`src/rtl/sequence_generator.sv`:
```
// ---------------------------------------------------------------------------
// sequence_generator
//
// Serial bit-pattern transmitter. A parallel pattern of programmable length
// is latched on start and shifted out MSB-first, one bit per clock, repeated
// `reps` times (0 = forever) with `gap` idle cycles between repetitions.
// It is the transmit-side counterpart of the serial sequence detector and
// drives that block's `seq` input in loopback and self-test setups.
//
// Ports:
//   clk        system clock, rising-edge active
//   rst        asynchronous active-high reset
//   start      begin a transfer (accepted only in IDLE)
//   pattern    bits to send, active field pattern[len-1:0]
//   len        bits per repetition, valid range 1..MAX_LEN
//   reps       repetition count, 0 = continuous until abort
//   gap        idle cycles between repetitions
//   abort      terminate the transfer at the next edge
//   seq        serial data bit (registered)
//   seq_valid  high while seq carries a pattern bit (registered)
//   busy       high in SEND and GAP (registered)
//   done       one-cycle pulse after the last bit of the last repetition
// ---------------------------------------------------------------------------
module sequence_generator #(
    parameter int MAX_LEN = 8,
    parameter int LEN_W   = 4,
    parameter int CNT_W   = 4,
    parameter int GAP_W   = 4
) (
    input  logic               clk,
    input  logic               rst,
    input  logic               start,
    input  logic [MAX_LEN-1:0] pattern,
    input  logic [LEN_W-1:0]   len,
    input  logic [CNT_W-1:0]   reps,
    input  logic [GAP_W-1:0]   gap,
    input  logic               abort,
    output logic               seq,
    output logic               seq_valid,
    output logic               busy,
    output logic               done
);

    localparam int IDX_W = (MAX_LEN > 1) ? $clog2(MAX_LEN) : 1;
    localparam logic [LEN_W-1:0] MAX_LEN_L = LEN_W'(MAX_LEN);

    typedef enum logic [1:0] {
        IDLE,
        SEND,
        GAP,
        DONE
    } state_t;

    state_t             state_q, state_d;
    logic [MAX_LEN-1:0] pat_q, pat_d;
    logic [LEN_W-1:0]   len_q, len_d;
    logic [CNT_W-1:0]   rep_q, rep_d;
    logic [GAP_W-1:0]   gapLen_q, gapLen_d;
    logic [GAP_W-1:0]   gapCnt_q, gapCnt_d;
    logic [IDX_W-1:0]   idx_q, idx_d;
    logic               seq_q, seq_d;
    logic               seqValid_q, seqValid_d;
    logic               busy_q, busy_d;
    logic               done_q, done_d;

    logic               lenOk;
    logic [IDX_W-1:0]   startIdx;
    logic [IDX_W-1:0]   reloadIdx;
    logic [IDX_W-1:0]   nextIdx;

    // Index helpers: startIdx comes from the live inputs (used only on the
    // accepting edge), reloadIdx from the latched length so that input
    // changes mid-transfer cannot disturb later repetitions.
    assign lenOk     = (len != '0) && (len <= MAX_LEN_L);
    assign startIdx  = IDX_W'(len - LEN_W'(1));
    assign reloadIdx = IDX_W'(len_q - LEN_W'(1));
    assign nextIdx   = idx_q - IDX_W'(1);

    // Next-state and registered-output logic. Every output is computed here
    // for the cycle after the edge, so the outputs all come straight from
    // flops. Outputs default to 0, which is the idle/gap/abort value; each
    // branch raises only what it needs.
    always_comb begin
        state_d    = state_q;
        pat_d      = pat_q;
        len_d      = len_q;
        rep_d      = rep_q;
        gapLen_d   = gapLen_q;
        gapCnt_d   = gapCnt_q;
        idx_d      = idx_q;
        seq_d      = 1'b0;
        seqValid_d = 1'b0;
        busy_d     = 1'b0;
        done_d     = 1'b0;

        case (state_q)
            IDLE: begin
                // abort outranks start; an out-of-range len is ignored
                if (!abort && start && lenOk) begin
                    pat_d      = pattern;
                    len_d      = len;
                    rep_d      = reps;
                    gapLen_d   = gap;
                    idx_d      = startIdx;
                    seq_d      = pattern[startIdx];
                    seqValid_d = 1'b1;
                    busy_d     = 1'b1;
                    state_d    = SEND;
                end
            end

            SEND: begin
                if (abort) begin
                    state_d = IDLE;
                end else if (idx_q != '0) begin
                    idx_d      = nextIdx;
                    seq_d      = pat_q[nextIdx];
                    seqValid_d = 1'b1;
                    busy_d     = 1'b1;
                end else if (rep_q == CNT_W'(1)) begin
                    // bit 0 of the final repetition is on the line now
                    state_d = DONE;
                    done_d  = 1'b1;
                end else begin
                    // a zero count means run forever, so never decrement it
                    if (rep_q != '0) begin
                        rep_d = rep_q - CNT_W'(1);
                    end
                    if (gapLen_q != '0) begin
                        state_d  = GAP;
                        gapCnt_d = gapLen_q;
                        busy_d   = 1'b1;
                    end else begin
                        idx_d      = reloadIdx;
                        seq_d      = pat_q[reloadIdx];
                        seqValid_d = 1'b1;
                        busy_d     = 1'b1;
                    end
                end
            end

            GAP: begin
                // gapCnt holds the gap cycles still to show, including this one
                if (abort) begin
                    state_d = IDLE;
                end else if (gapCnt_q == GAP_W'(1)) begin
                    state_d    = SEND;
                    idx_d      = reloadIdx;
                    seq_d      = pat_q[reloadIdx];
                    seqValid_d = 1'b1;
                    busy_d     = 1'b1;
                end else begin
                    gapCnt_d = gapCnt_q - GAP_W'(1);
                    busy_d   = 1'b1;
                end
            end

            DONE: begin
                state_d = IDLE;
            end

            default: begin
                state_d = IDLE;
            end
        endcase
    end

    // State, latched transfer parameters, counters and output flops. Reset
    // clears everything, so a reset mid-transfer ends it with no done pulse.
    always_ff @(posedge clk or posedge rst) begin
        if (rst) begin
            state_q    <= IDLE;
            pat_q      <= '0;
            len_q      <= '0;
            rep_q      <= '0;
            gapLen_q   <= '0;
            gapCnt_q   <= '0;
            idx_q      <= '0;
            seq_q      <= 1'b0;
            seqValid_q <= 1'b0;
            busy_q     <= 1'b0;
            done_q     <= 1'b0;
        end else begin
            state_q    <= state_d;
            pat_q      <= pat_d;
            len_q      <= len_d;
            rep_q      <= rep_d;
            gapLen_q   <= gapLen_d;
            gapCnt_q   <= gapCnt_d;
            idx_q      <= idx_d;
            seq_q      <= seq_d;
            seqValid_q <= seqValid_d;
            busy_q     <= busy_d;
            done_q     <= done_d;
        end
    end

    assign seq       = seq_q;
    assign seq_valid = seqValid_q;
    assign busy      = busy_q;
    assign done      = done_q;

endmodule

```
`config.mk`:
```
export PLATFORM = sky130hd
export DESIGN_NAME = sequence_generator
export DESIGN_NICKNAME = d
export VERILOG_FILES = /design/src/rtl/sequence_generator.sv
export SDC_FILE = /design/constraint.sdc
export NUM_CORES = 1
export LEC_CHECK = 0
export ABC_AREA = 1
export BUFFER_PORTS_ARGS = -buffer_cell sky130_fd_sc_hd__buf_2
export CORE_ASPECT_RATIO = 0.75
export CORE_MARGIN = 2
export CORE_UTILIZATION = 62
export DETAILED_ROUTE_END_ITERATION = 10
export GPL_TIMING_DRIVEN = 1
export PLACE_DENSITY_LB_ADDON = 0.3
export SETUP_SLACK_MARGIN = 0.5
export SYNTH_ARGS = -nofsm -noshare
export SYNTH_HDL_FRONTEND = slang
export SYNTH_SLANG_ARGS = --single-unit
```
`constraint.sdc`:
```
create_clock -name clk -period 4.59 [get_ports clk]
set_input_delay 0.2295 -clock clk [delete_from_list [all_inputs] [get_ports clk]]
set_output_delay 0.2295 -clock clk [all_outputs]
set_load 0.01 [all_outputs]
```
==> results_dict.tcl <==
set metrics [dict create \
    hold_violations 0 \
    r2r_start "state_q[0]$_DFFE_PP0P_" \
    antenna_found_initial 0 \
    leakagePower_nw 1.25 \
    reg2reg_depth 7 \
    fin_worst_skew_ns 0.00724 \
    design.core.area_um2 3310 \
    critPathRequiredTime_ns 4.77 \
    die-area_um2 3950 \
    place_inst 360 \
    path_max_fanout 29 \
    final-max-slew-violation-count 0 \
    cts_resized 0 \
    place.gp.congestion 0.908 \
    p_switching_uw 814 \
    grt_max_degree 33 \
    rsz0062_at_grt "false" \
    worstMarginPinSlew_ns 0.937 \
    max_cap_viol_count 0 \
    firstDrtPassIters 4 \
    dp_slack_ns 2.35 \
    cts_root_buf "clkbuf_8" \
    fin_crit_ns 2.09 \
    grt_pass1_vias 1684 \
    rows 18 \
    fp.dieW_um 71.9 \
    ys_types 31 \
    postCtsHoldBufs 0 \
    r2r-end "gapLen_q[3]$_DFFE_PP0P_" \
    ioPinCount 28 \
    layout.cells.non_filler 368 \
    cts_setup_buffers 0 \
    grt_pass1_wl_mm 8.04 \
    post_drt_wl_per_cell_um 13.7 \
    finalSetupTns_ns 0 \
    drt_iter0_markers 183 \
    status "complete, no violations" \
    clkTransAtPathRegs_ns 0.07 \
    rrSetupSlack_ns 2.50 \
    ant_nets 0 \
    clk_latency_ns 0.29 \
    clockBufferDepth 2 \
    drc 0 \
    grt_use_total 0.273 \
    max_freq_mhz 478 \
    slew_headroom 0.374 \
    p_sw_frac 0.472 \
    synth-seq-cells 32 \
    die_h_um 55.0 \
    drive_gt1_frac 0.159 \
    numCtsBuffers 5 \
    p_int_uw 912 \
    powerDensity_nw_per_um2 717 \
    crit_type "reg -> reg" \
    arrival_ns 2.27 \
    fin_crit_sh 0.456 \
    comb_power_share 0.546 \
    final.setup.worst_slack_ns 2.50 \
    ys_seq_area_frac 0.373 \
    cts-htree-levels 2 \
    numPortBuffers 27 \
    power.share.clock 0.156 \
    wirelength_mm 5.04 \
    antennaDiodeCount 0 \
    finalSetupViolations 0 \
    sequentialPowerShare 0.299 \
    synth_fp_nets 335 \
    grt-ovfl-total 0 \
    syn_to_final_growth_pct 12.1 \
    cts_tree "built" \
    via_per_inst 5.46 \
    yosys_warnings 0 \
    syn_area_um2 2150 \
    clkSinkCount 32 \
    hold_path.class "in -> async" \
    dp_hpwl_mm 3.65 \
    start_util 0.648 \
    ir_worst_vdd_uv 471 \
    dr_total_vias 2008 \
    nets 364 \
    worstSetupStartpointType "flop" \
    synthCells 298 \
    syn_avg_cell_area_um2 7.20 \
    end_kind "flop" \
]
-- registers in the layout (all words and copies together), names as in the netlist --
signal	flops
state_q	2
pat_q	8
idx_q	3
rep_q	4
gapLen_q	4
busy	1
done	1
seq_valid	1
gapCnt_q	4
len_q	3
seq	1
-- synthesized netlist by cell type --
| master | instances | share of area |
|---|---|---|
| nor2_2 | 4 | 0.012 |
| nor3_4 | 1 | 0.0076 |
| clkbuf_1 | 1 | 0.0017 |
| a21oi_2 | 2 | 0.0082 |
| xnor2_1 | 3 | 0.012 |
| or2_2 | 2 | 0.0058 |
| nand4_1 | 1 | 0.0029 |
| o21ai_2 | 1 | 0.0041 |
| a21oi_1 | 8 | 0.019 |
| inv_2 | 2 | 0.0035 |
| nand3_1 | 30 | 0.070 |
| ha_1 | 13 | 0.076 |
| buf_4 | 2 | 0.0070 |
| o21ai_0 | 27 | 0.063 |
| buf_6 | 1 | 0.0052 |
| o21a_1 | 1 | 0.0035 |
| nor2_1 | 13 | 0.023 |
| a22oi_1 | 2 | 0.0070 |
| nand2_1 | 91 | 0.16 |
| nand2_2 | 1 | 0.0029 |
| nor2_4 | 2 | 0.010 |
| buf_2 | 2 | 0.0047 |
| nand3_2 | 1 | 0.0047 |
| or2_1 | 1 | 0.0029 |
| xor2_1 | 2 | 0.0082 |
| a21boi_0 | 1 | 0.0035 |
| inv_4 | 1 | 0.0029 |
| o211ai_1 | 3 | 0.010 |
| dfrtp_1 | 32 | 0.37 |
| inv_1 | 40 | 0.070 |
| o21ai_1 | 7 | 0.016 |
-- stage by stage --
stage	area [um2]	hold WS (ns)	utilization	power [mW]
after floorplan	2150	0.346	-	1.22
after global placement	2300	0.333	0.694	1.40
after detailed placement	2300	0.336	0.694	1.43
after CTS	2410	0.0376	0.727	1.71
after global routing	2410	0.0719	0.727	1.87
final	2410	0.0225	0.727	1.73
-- cells by family (layout without fill, tap and decap cells) --
kind of cell,count (synthesis),after routing,share of synthesized area
compound gates,52,52,0.135
xor+xnor,5,5,0.0204
fa+ha+maj,13,13,0.0758
buf+inv,49,79,0.0950
flops,32,32,0.373
simple gates,147,147,0.301
-- power by group through the flow --
stage	combinational [mW]	sequential [mW]	clock, mW
global route	1.06	0.532	0.278
global placement	0.892	0.513	0
floorplan	0.724	0.495	0
finish	0.941	0.516	0.268
CTS	0.927	0.514	0.270
detailed placement	0.909	0.517	0
-- worst max-delay path by stage --
stage | to | start | slack, ns
after detailed placement | len_q[2]$_DFFE_PP0P_ | len[0] | 2.35
after CTS | gapLen_q[3]$_DFFE_PP0P_ | state_q[0]$_DFFE_PP0P_ | 2.47
final | gapLen_q[3]$_DFFE_PP0P_ | state_q[0]$_DFFE_PP0P_ | 2.50
after global placement | len_q[2]$_DFFE_PP0P_ | len[0] | 2.45
after floorplan | rep_q[3]$_DFFE_PP0P_ | idx_q[0]$_DFFE_PP0P_ | 3.03
after global routing | gapLen_q[3]$_DFFE_PP0P_ | state_q[0]$_DFFE_PP0P_ | 2.24
-- critical path, stage by stage, from the launching register on --
cell     delay, ns
dfrtp_1       0.42
inv_1         0.10
ha_1          0.21
inv_1         0.08
nor2_2        0.73
inv_1         0.25
nand2_1       0.13
nand2_1       0.06
-- per-layer routing --
layer	global-route usage	share of wire	vias up
met4	0.0912	0.015	0
met2	0.369	0.39	71
met3	0.0797	0.082	10
li1	-	-	1007
met1	0.414	0.51	920
met5	0	0	-
-- layout make-up --
cell class	count	area [um2]
Timing Repair Buffer	28	143
Clock buffer	6	72.6
Multi-Input combinational cell	217	1140
Sequential cell	32	801
Fill cell	278	905
Clock inverter	2	35.0
Tap cell	40	50.0
Inverter	43	164
-- layout by cell type (no fill, tap or decap) --
cell type  instances
clkbuf_1           1
buf_4              1
xnor2_1            3
nand2_2            1
nor2_1            13
ha_1              13
clkbuf_8           5
nor3_4             1
buf_2             27
or2_1              1
o211ai_1           3
nand3_1           30
inv_2              2
or2_2              2
nand3_2            1
o21ai_2            1
clkinv_2           1
a21oi_2            2
a21oi_1            8
inv_1             40
bufinv_16          1
xor2_1             2
nor2_2             4
dfrtp_1           32
o21a_1             1
nand2_1           91
a21boi_0           1
inv_4              1
o21ai_0           27
nor2_4             2
o21ai_1            7
a22oi_1            2
nand4_1            1
(Power assumes the default switching activity.)
